--- config.mk ---
export PLATFORM = sky130hd
export DESIGN_NAME = rsa_decrypt_ctrl_flat
export DESIGN_NICKNAME = d
export VERILOG_FILES = /design/src/rtl/rsa_decrypt_ctrl_if.sv /design/src/rtl/rsa_decrypt_ctrl.sv /design/src/flat_wrapper.sv
export SDC_FILE = /design/constraint.sdc
export NUM_CORES = 1
export LEC_CHECK = 0
export CORE_ASPECT_RATIO = 0.9
export CORE_MARGIN = 2
export CORE_UTILIZATION = 40
export CTS_CLUSTER_SIZE = 8
export DETAILED_ROUTE_END_ITERATION = 8
export GPL_ROUTABILITY_DRIVEN = 0
export PLACE_DENSITY = 0.6
export SYNTH_ARGS = -nofsm -noshare
export SYNTH_HDL_FRONTEND = slang
export SYNTH_SLANG_ARGS = --single-unit
--- constraint.sdc ---
create_clock -name clk -period 147.5 [get_ports clk]
set_input_delay 29.5 -clock clk [delete_from_list [all_inputs] [get_ports clk]]
set_output_delay 29.5 -clock clk [all_outputs]
set_load 0.01 [all_outputs]
--- src/rtl/rsa_decrypt_ctrl_if.sv ---
// rtl/rsa_decrypt_ctrl_if.sv - host stream and key IP signal bundle for the RSA decrypt sequencer
interface rsa_decrypt_ctrl_if #(
   parameter int WIDTH = 4
);
   logic                 in_valid;
   logic [WIDTH-1:0]     in_p;
   logic [WIDTH-1:0]     in_q;
   logic [2*WIDTH-1:0]   in_e;
   logic [2*WIDTH-1:0]   in_c;
   logic [WIDTH-1:0]     ip_p;
   logic [WIDTH-1:0]     ip_q;
   logic [2*WIDTH-1:0]   ip_e;
   logic [2*WIDTH-1:0]   ip_n;
   logic [2*WIDTH-1:0]   ip_d;
   logic                 out_valid;
   logic [2*WIDTH-1:0]   out_m;

   // host plus key IP side of the sequencer
   modport master (
      output in_valid, in_p, in_q, in_e, in_c, ip_n, ip_d,
      input  ip_p, ip_q, ip_e, out_valid, out_m
   );

   // the sequencer itself
   modport slave (
      input  in_valid, in_p, in_q, in_e, in_c, ip_n, ip_d,
      output ip_p, ip_q, ip_e, out_valid, out_m
   );
endinterface

--- src/rtl/rsa_decrypt_ctrl.sv ---
// rtl/rsa_decrypt_ctrl.sv - captures a key and ciphertext block, runs c^D mod N per word, streams plaintext
module rsa_decrypt_ctrl #(
   parameter int WIDTH     = 4,
   parameter int NUM_WORDS = 8
) (
   input  logic               clk,
   input  logic               rst_n,
   rsa_decrypt_ctrl_if.slave  bus
);
   localparam int W2 = 2 * WIDTH;
   localparam int W4 = 4 * WIDTH;
   localparam int CW = (NUM_WORDS > 1) ? $clog2(NUM_WORDS) : 1;
   localparam int BW = (W2 > 1) ? $clog2(W2) : 1;
   localparam logic [CW-1:0] LAST_WORD = CW'(NUM_WORDS - 1);
   localparam logic [BW-1:0] TOP_BIT   = BW'(W2 - 1);

   typedef enum logic [2:0] {IDLE, LOAD, KEY, EXP, OUT} state_t;

   state_t          state;
   logic [W2-1:0]   cbuf [NUM_WORDS];
   logic [CW-1:0]   word;
   logic [CW-1:0]   word_nx;
   logic [BW-1:0]   bit_idx;
   logic [W2-1:0]   n_r;
   logic [W2-1:0]   d_r;
   logic [W2-1:0]   acc;
   logic [W4-1:0]   sq_full;
   logic [W4-1:0]   sq_mod;
   logic [W4-1:0]   mul_full;
   logic [W4-1:0]   mul_mod;
   logic [W2-1:0]   next_acc;
   logic            unused_hi;

   // One square-and-multiply step at full double width; a zero modulus skips reduction
   // so the datapath never divides by zero before a key has been latched.
   always_comb begin
      word_nx  = word + 1'b1;
      sq_full  = {{W2{1'b0}}, acc} * {{W2{1'b0}}, acc};
      sq_mod   = (n_r == '0) ? sq_full : (sq_full % {{W2{1'b0}}, n_r});
      mul_full = sq_mod * {{W2{1'b0}}, cbuf[word]};
      mul_mod  = (n_r == '0) ? mul_full : (mul_full % {{W2{1'b0}}, n_r});
      next_acc = d_r[bit_idx] ? mul_mod[W2-1:0] : sq_mod[W2-1:0];
   end

   assign unused_hi = &{1'b0, mul_mod[W4-1:W2]};

   // Sequencer: capture, key latch, fixed-latency exponentiation, then output burst
   always_ff @(posedge clk or negedge rst_n) begin
      if (!rst_n) begin
         state         <= IDLE;
         word          <= '0;
         bit_idx       <= '0;
         n_r           <= '0;
         d_r           <= '0;
         acc           <= '0;
         bus.ip_p      <= '0;
         bus.ip_q      <= '0;
         bus.ip_e      <= '0;
         bus.out_valid <= 1'b0;
         bus.out_m     <= '0;
         for (int i = 0; i < NUM_WORDS; i++) cbuf[i] <= '0;
      end else begin
         case (state)
            IDLE: begin
               if (bus.in_valid) begin
                  bus.ip_p <= bus.in_p;
                  bus.ip_q <= bus.in_q;
                  bus.ip_e <= bus.in_e;
                  cbuf[0]  <= bus.in_c;
                  word     <= CW'(1);
                  state    <= LOAD;
               end
            end
            LOAD: begin
               if (bus.in_valid) cbuf[word] <= bus.in_c;
               // The last captured word moves us to KEY so that KEY coincides with
               // the first idle in_valid cycle; an early drop ends capture too.
               if (!bus.in_valid || word == LAST_WORD) state <= KEY;
               else word <= word_nx;
            end
            KEY: begin
               n_r     <= bus.ip_n;
               d_r     <= bus.ip_d;
               word    <= '0;
               bit_idx <= TOP_BIT;
               acc     <= W2'(1);
               state   <= EXP;
            end
            EXP: begin
               if (bit_idx == '0) begin
                  cbuf[word] <= next_acc;
                  acc        <= W2'(1);
                  bit_idx    <= TOP_BIT;
                  if (word == LAST_WORD) begin
                     bus.out_valid <= 1'b1;
                     bus.out_m     <= (word == '0) ? next_acc : cbuf[0];
                     word          <= '0;
                     state         <= OUT;
                  end else begin
                     word <= word_nx;
                  end
               end else begin
                  acc     <= next_acc;
                  bit_idx <= bit_idx - 1'b1;
               end
            end
            OUT: begin
               if (word == LAST_WORD) begin
                  bus.out_valid <= 1'b0;
                  bus.out_m     <= '0;
                  word          <= '0;
                  state         <= IDLE;
               end else begin
                  bus.out_m <= cbuf[word_nx];
                  word      <= word_nx;
               end
            end
            default: state <= IDLE;
         endcase
      end
   end
endmodule

--- src/flat_wrapper.sv ---
// flat-port wrapper written by rule: the top's interface ports become plain ports
module rsa_decrypt_ctrl_flat 
#(
   parameter int WIDTH     = 4,
   parameter int NUM_WORDS = 8
)
  (clk, rst_n, bus_in_valid, bus_in_p, bus_in_q, bus_in_e, bus_in_c, bus_ip_n, bus_ip_d, bus_ip_p, bus_ip_q, bus_ip_e, bus_out_valid, bus_out_m);
  rsa_decrypt_ctrl_if #(.WIDTH(WIDTH)) bus_i ();
  input  logic clk;
  input  logic rst_n;
  input wire logic [$bits(bus_i.in_valid)-1:0] bus_in_valid;
  input wire logic [$bits(bus_i.in_p)-1:0] bus_in_p;
  input wire logic [$bits(bus_i.in_q)-1:0] bus_in_q;
  input wire logic [$bits(bus_i.in_e)-1:0] bus_in_e;
  input wire logic [$bits(bus_i.in_c)-1:0] bus_in_c;
  input wire logic [$bits(bus_i.ip_n)-1:0] bus_ip_n;
  input wire logic [$bits(bus_i.ip_d)-1:0] bus_ip_d;
  output wire logic [$bits(bus_i.ip_p)-1:0] bus_ip_p;
  output wire logic [$bits(bus_i.ip_q)-1:0] bus_ip_q;
  output wire logic [$bits(bus_i.ip_e)-1:0] bus_ip_e;
  output wire logic [$bits(bus_i.out_valid)-1:0] bus_out_valid;
  output wire logic [$bits(bus_i.out_m)-1:0] bus_out_m;
  assign bus_i.in_valid = bus_in_valid;
  assign bus_i.in_p = bus_in_p;
  assign bus_i.in_q = bus_in_q;
  assign bus_i.in_e = bus_in_e;
  assign bus_i.in_c = bus_in_c;
  assign bus_i.ip_n = bus_ip_n;
  assign bus_i.ip_d = bus_ip_d;
  assign bus_ip_p = bus_i.ip_p;
  assign bus_ip_q = bus_i.ip_q;
  assign bus_ip_e = bus_i.ip_e;
  assign bus_out_valid = bus_i.out_valid;
  assign bus_out_m = bus_i.out_m;
  rsa_decrypt_ctrl #(.WIDTH(WIDTH), .NUM_WORDS(NUM_WORDS)) u_core (.clk(clk), .rst_n(rst_n), .bus(bus_i));
endmodule
==> results.toml <==
[routing]
first_pass_iters = 6
wl_met3_um = 4850
wl_met1_um = 33400
num_vias = 22800
vias_per_cell = 6.07
route.top_layer_used = "met4"
final_antenna_net_count = 0
route.met2.wl_um = 33700
routed_wire_length_per_instance_um = 19.6
detail_route.iter0.violations = 2246
final_wirelength_um = 73900
drt_drc_violations_left = 0

[sta]
count_of_final_setup_violators = 0
min_period_over_period = 0.564
clock-skew-final_ns = 0.0128
tightest_slew_ns = 1.07
hold_viol_final = 0
timing.setup.tns_ns = 0
timing.final.ws_setup_ns = 64.32
period_minus_slack_ns = 83.18
timing.max_slew.rel_slack = 0.269
final-max-slew-violation-count = 0
clock.fmax_mhz = 12.0
grt_setup_unrepaired = "false"

[clocking]
cts_repair_resize_count = 0
cts_tree = "yes"
clockBufferDepth = 2
cts_root_buf = "sky130_fd_sc_hd__clkbuf_16"
clk_latency_ns = 0.44
clock_transition_at_the_register_clock_pins_on_the_worst_setup_and_hold_paths_after_cts_ns = 0.06
cts.repair_timing.setup_buffer_count = 0
cts-buffers-inserted = 17
post_cts_hold_buffer_count = 0
cts_num_sinks = 122
h-tree-depth = 4

[synthesis]
synth_nets = 3349
synth.avg_cell_area_sq_um = 7.86
synth_warnings = 0
synth_seq_area_share = 0.131
netlist_area_sq_um = 23200
ys_async_sr_fraction = 1.00
synth_edf_count = 0
synth-main-ff-cell = "sky130_fd_sc_hd__dfrtp_1"
synthDominantCellAreaShare = 0.141
post_synth_main_area_contributors = "sky130_fd_sc_hd__ha_1, sky130_fd_sc_hd__dfrtp_1, sky130_fd_sc_hd__fa_1, sky130_fd_sc_hd__nor2_1, sky130_fd_sc_hd__a21oi_1"
biggest_area_consumer_among_synthesized_cells = "sky130_fd_sc_hd__ha_1"
ys_types = 127
synthCells = 2958
synthesis_stage_register_bit_count = 122

[critical_path]
timing.critical_path.max_delay_family = "compound AO/OA/AOI/OAI gates"
worst-path-buf-inv = 17
required_ns = 147.74
end_kind = "register"
setup.worst_path.class = "reg -> reg"
cp_data_arrival_time_ns = 83.43
slowest_stage = "sky130_fd_sc_hd__nor3_1"
worstPathMaxFanout = 20
crit_path_start_kind = "register"
cp_common_cell = "sky130_fd_sc_hd__o21a_1"
cpPeakStageDelay_ns = 0.83

[global_route]
gr-usage-all-layers = 0.241
first_global_vias = 22200
grt_start_max_net_pins = 66
global_route_wire_length_before_repair_um = 117000
globalRouteOverflowTotal = 0
grt_antenna_before_repair = 0

[place]
buffer_ports.inserted = 67
dp.final_hpwl_um = 57900
dpl_worst_slack_ns = 65.83

[floorplan]
area_of_the_die_sq_um = 60000
fp.dieH_um = 233
floorplan.core_area_sq_um = 57200
die-width_um = 258
start_util = 0.406
rows = 83
ios = 68

[finish]
area_delta_synth_final_pct = 9.05
finish.net_count = 3378
post_route_cells_drive_above_1_share = 0.0824
antenna_cells_inserted = 0

[flow_run]
max_cap_viols = 0

[hold_path]
hold_path_class = "reg -> reg"

[run_status]
run_status = "finished clean"
[kinds of logic after synthesis]
group,after synthesis,synth area share
and+or+nand+nor,1039,0.212
AOI/OAI and AO/OA,911,0.269
adders and majority gates,350,0.216
buffers and inverters,275,0.0459
muxes,145,0.0800
DFF,122,0.131
xor gates and xnor gates,114,0.0442
other,2,0.000323
[layout make-up]
class | count | area, sq um
fill | 5663 | 31900
multi-input combinational | 2561 | 19100
sequential | 122 | 3050
tap | 765 | 957
timing repair buffer | 93 | 863
inverter | 192 | 721
clock buffer | 18 | 439
clock inverter | 13 | 169
[flip-flops by register name, summed over array words and instances, names as in the netlist]
| signal | count |
|---|---|
| u_core.bus.ip_q | 4 |
| u_core.n_r | 8 |
| u_core.bit_idx | 3 |
| u_core.bus.ip_e | 8 |
| u_core.bus.out_valid | 1 |
| u_core.word | 3 |
| u_core.bus.ip_p | 4 |
| u_core.bus.out_m | 8 |
| u_core.cbuf | 64 |
| u_core.d_r | 8 |
| u_core.acc | 8 |
| u_core.state | 3 |
[final timing paths]
kind	slack, ns	end	startpoint	cells past startpoint
worst max-delay path	64.32	u_core.acc[6]	u_core.acc[1]	351
worst min-delay path	0.51	u_core.bus.ip_q[1]	u_core.bus.ip_q[1]	1
worst max register to register	64.32	u_core.acc[6]	u_core.acc[1]	351
worst min register to register	0.51	u_core.bus.ip_q[1]	u_core.bus.ip_q[1]	1
max in group asynchronous	117.01	u_core.cbuf[33]	rst_n	2
min in group asynchronous	29.18	u_core.bus.ip_p[2]	rst_n	1
[cells in the mapped netlist, types with 33 or more instances]
library cell               instances
sky130_fd_sc_hd__nand2b_1         51
sky130_fd_sc_hd__a21o_1           47
sky130_fd_sc_hd__dfrtp_1         122
sky130_fd_sc_hd__nor2b_1          35
sky130_fd_sc_hd__nand3_1          48
sky130_fd_sc_hd__nor2_1          326
sky130_fd_sc_hd__and2_1           53
sky130_fd_sc_hd__a21oi_1         218
sky130_fd_sc_hd__or2_2            33
sky130_fd_sc_hd__o21a_1          117
sky130_fd_sc_hd__nor3_1          128
sky130_fd_sc_hd__o21ai_0         146
sky130_fd_sc_hd__ha_1            261
sky130_fd_sc_hd__mux2_2           71
sky130_fd_sc_hd__o31ai_1          88
sky130_fd_sc_hd__clkbuf_1         58
sky130_fd_sc_hd__mux2i_1          44
sky130_fd_sc_hd__inv_1           189
sky130_fd_sc_hd__xor2_1           41
sky130_fd_sc_hd__xnor2_1          71
sky130_fd_sc_hd__fa_1             87
sky130_fd_sc_hd__nand2_1         260
[worst register-to-register path, delay by kind of cell (launching register included)]
family | cells | cell delay (ns)
and+or+nand+nor | 84 | 17.46
muxes | 8 | 2.64
buffers and inverters | 17 | 1.49
AOI/OAI and AO/OA | 194 | 44.11
xor gates and xnor gates | 5 | 1.53
DFF | 1 | 0.63
adders and majority gates | 43 | 15.17
[cell usage in the layout (no fill, tap or decap), types with 88 or more instances in the layout]
master                    instances
sky130_fd_sc_hd__o21ai_0        146
sky130_fd_sc_hd__dfrtp_1        122
sky130_fd_sc_hd__nor3_1         127
sky130_fd_sc_hd__nor2_1         325
sky130_fd_sc_hd__inv_1          189
sky130_fd_sc_hd__a21oi_1        218
sky130_fd_sc_hd__o31ai_1         88
sky130_fd_sc_hd__o21a_1         117
sky130_fd_sc_hd__nand2_1        260
sky130_fd_sc_hd__ha_1           261
[routing by layer]
| metal | up-vias | GRT usage |
|---|---|---|
| li1 | 10900 | - |
| met1 | 11100 | 0.332 |
| met2 | 763 | 0.396 |
| met3 | 122 | 0.0289 |
| met4 | 0 | 0.0686 |
| met5 | - | 0 |
[stage by stage]
step                cells   util  hold WS [ns]  area (sq um)
floorplan            2958      -         0.460         23200
finish               3764  0.443         0.506         25300
CTS                  3764  0.443         0.509         25300
global placement     3733  0.432         0.489         24700
global route         3764  0.443         0.518         25300
detailed placement   3733  0.432         0.495         24700
Power is not shown: default switching activity piles up to over one toggle a cycle in this logic, so the estimate is an artifact.
==> edit, RTL diff (same settings) <==
`NUM_WORDS` is set to 8 in 2 places; all go to 4.
--- a/src/rtl/rsa_decrypt_ctrl.sv
+++ b/src/rtl/rsa_decrypt_ctrl.sv
@@ -2,5 +2,5 @@
 module rsa_decrypt_ctrl #(
    parameter int WIDTH     = 4,
-   parameter int NUM_WORDS = 8
+   parameter int NUM_WORDS = 4
 ) (
    input  logic               clk,
--- a/src/flat_wrapper.sv
+++ b/src/flat_wrapper.sv
@@ -3,5 +3,5 @@
 #(
    parameter int WIDTH     = 4,
-   parameter int NUM_WORDS = 8
+   parameter int NUM_WORDS = 4
 )
   (clk, rst_n, bus_in_valid, bus_in_p, bus_in_q, bus_in_e, bus_in_c, bus_ip_n, bus_ip_d, bus_ip_p, bus_ip_q, bus_ip_e, bus_out_valid, bus_out_m);
Formal check against the unedited RTL: no difference found for any inputs over 10 cycles, from zero or initial values and one cycle with rst_n low; that may be too few to reach the edited logic, so the function may still have changed.
==> edit against the unedited design <==
Die area decreased by 9.0%. Cell count decreased by 8.7%. Area after synthesis decreased by 9.1%. Wire length decreased by 15%. Highest routed layer unchanged. Non-clock buffer count increased by 4. Sequential share of layout area decreased by 2.3 points. Sequential cell count decreased by 33. Worst setup slack improved by 1400 ps. Largest cell class unchanged. Cell area decreased by 9.7%.
Power is not shown: default switching activity piles up to over one toggle a cycle in this logic, so the estimate is an artifact.
==> edit: results (changes against the unedited design) <==
Netlist cell types=118 (-7.1%); share of layout cells above drive strength 1=8.700% (+0.46 points); multi-input logic cell count=2363 (-7.7%); min-delay src=u_core.cbuf[20]; sequential-to-total area share from yosys stat=10.55% (-2.6 points); routed vias=20496 (-10%); vias per cell=5.967 (-1.6%); status=finished, final reports clean; Period minus WS final=81750 ps (-1437 ps); first-pass GRT wire length=103600 µm (-12%); Initial DRC Count=1523 (-32%); WHS=500.7 ps (-4.964 ps); WL per Instance=18.33 µm (-6.6%); FF-to-FF setup slack=65750 ps (+1440 ps); Placed Area=22590 µm² (-8.7%); filler cell count=5188 (-8.4%); Worst Max-Slew Pin Slew=1175 ps (+108.8 ps); Seq. cell area=2227 µm² (-27%); Non-clk invs=182 (-5.2%); CTS Buf Count=9 (-8); register bit total from synthesis=89 (-27%); Mean Syn Cell Area=7.799 µm² (-0.72%); global-route usage over all layers=22.99% (-1.1 points); crit path max fanout=15 (-25%); Synth area leaders=ha_1 16%, dfrtp_1 11%, fa_1 8.2%, nor2_1 4.6%, nand2_1 4.3%; Synth top cells by count=263 x ha_1, 261 x nor2_1, 244 x nand2_1; Max stage delay on crit path=1030 ps (+200 ps); clock-cell share of area=1.269% (-1.1 points); post-layout net count=3135 (-7.2%); worst setup path endpoint=u_core.bus.out_m[6]; Final Util=44.08% (-0.20 points); Largest register FFs=32 (-50%); Clock Latency Late Sink=360 ps (-80 ps); bufs w/o clock=97 (+4.3%); worst path arrival time=81950 ps (-1480 ps); placed cells=3419 (-8.4%)
[edit: cell count changes after synthesis, sizes merged, moves of 12 or more]
cell and change:
a21oi -57, a22oi -12, a31oi +13, and2 -13
dfrtp -33, mux2i -13, mux4 -12, nand2 -18
nor2 -65, o21ai -27, o221ai -13, o31ai -13
[edit: worst min-delay path: stages (launching register included)]
cell and delay, ps:
dfrtp_1 360, nand2_1 50, o31ai_1 50
[edit: kinds of logic after synthesis]
kind of cell / synth area share [%]
simple gates: 22.35
compound gates: 27.29
fa+ha+maj: 23.83
buf+inv: 4.698
xor+xnor: 4.988
mux: 6.292
flops: 10.55
[edit: routing by layer]
metal / global-route usage [%] / vias up / share of wire (%) / wire length, µm
li1: - / 10010 / - / -
met1: 32.26 / 9872 / 47 / 29630
met2: 37.68 / 522 / 46 / 28940
met3: 1.537 / 92 / 4.3 / 2684
met4: 6.823 / 0 / 2.7 / 1705
met5: 0 / - / 0 / 0
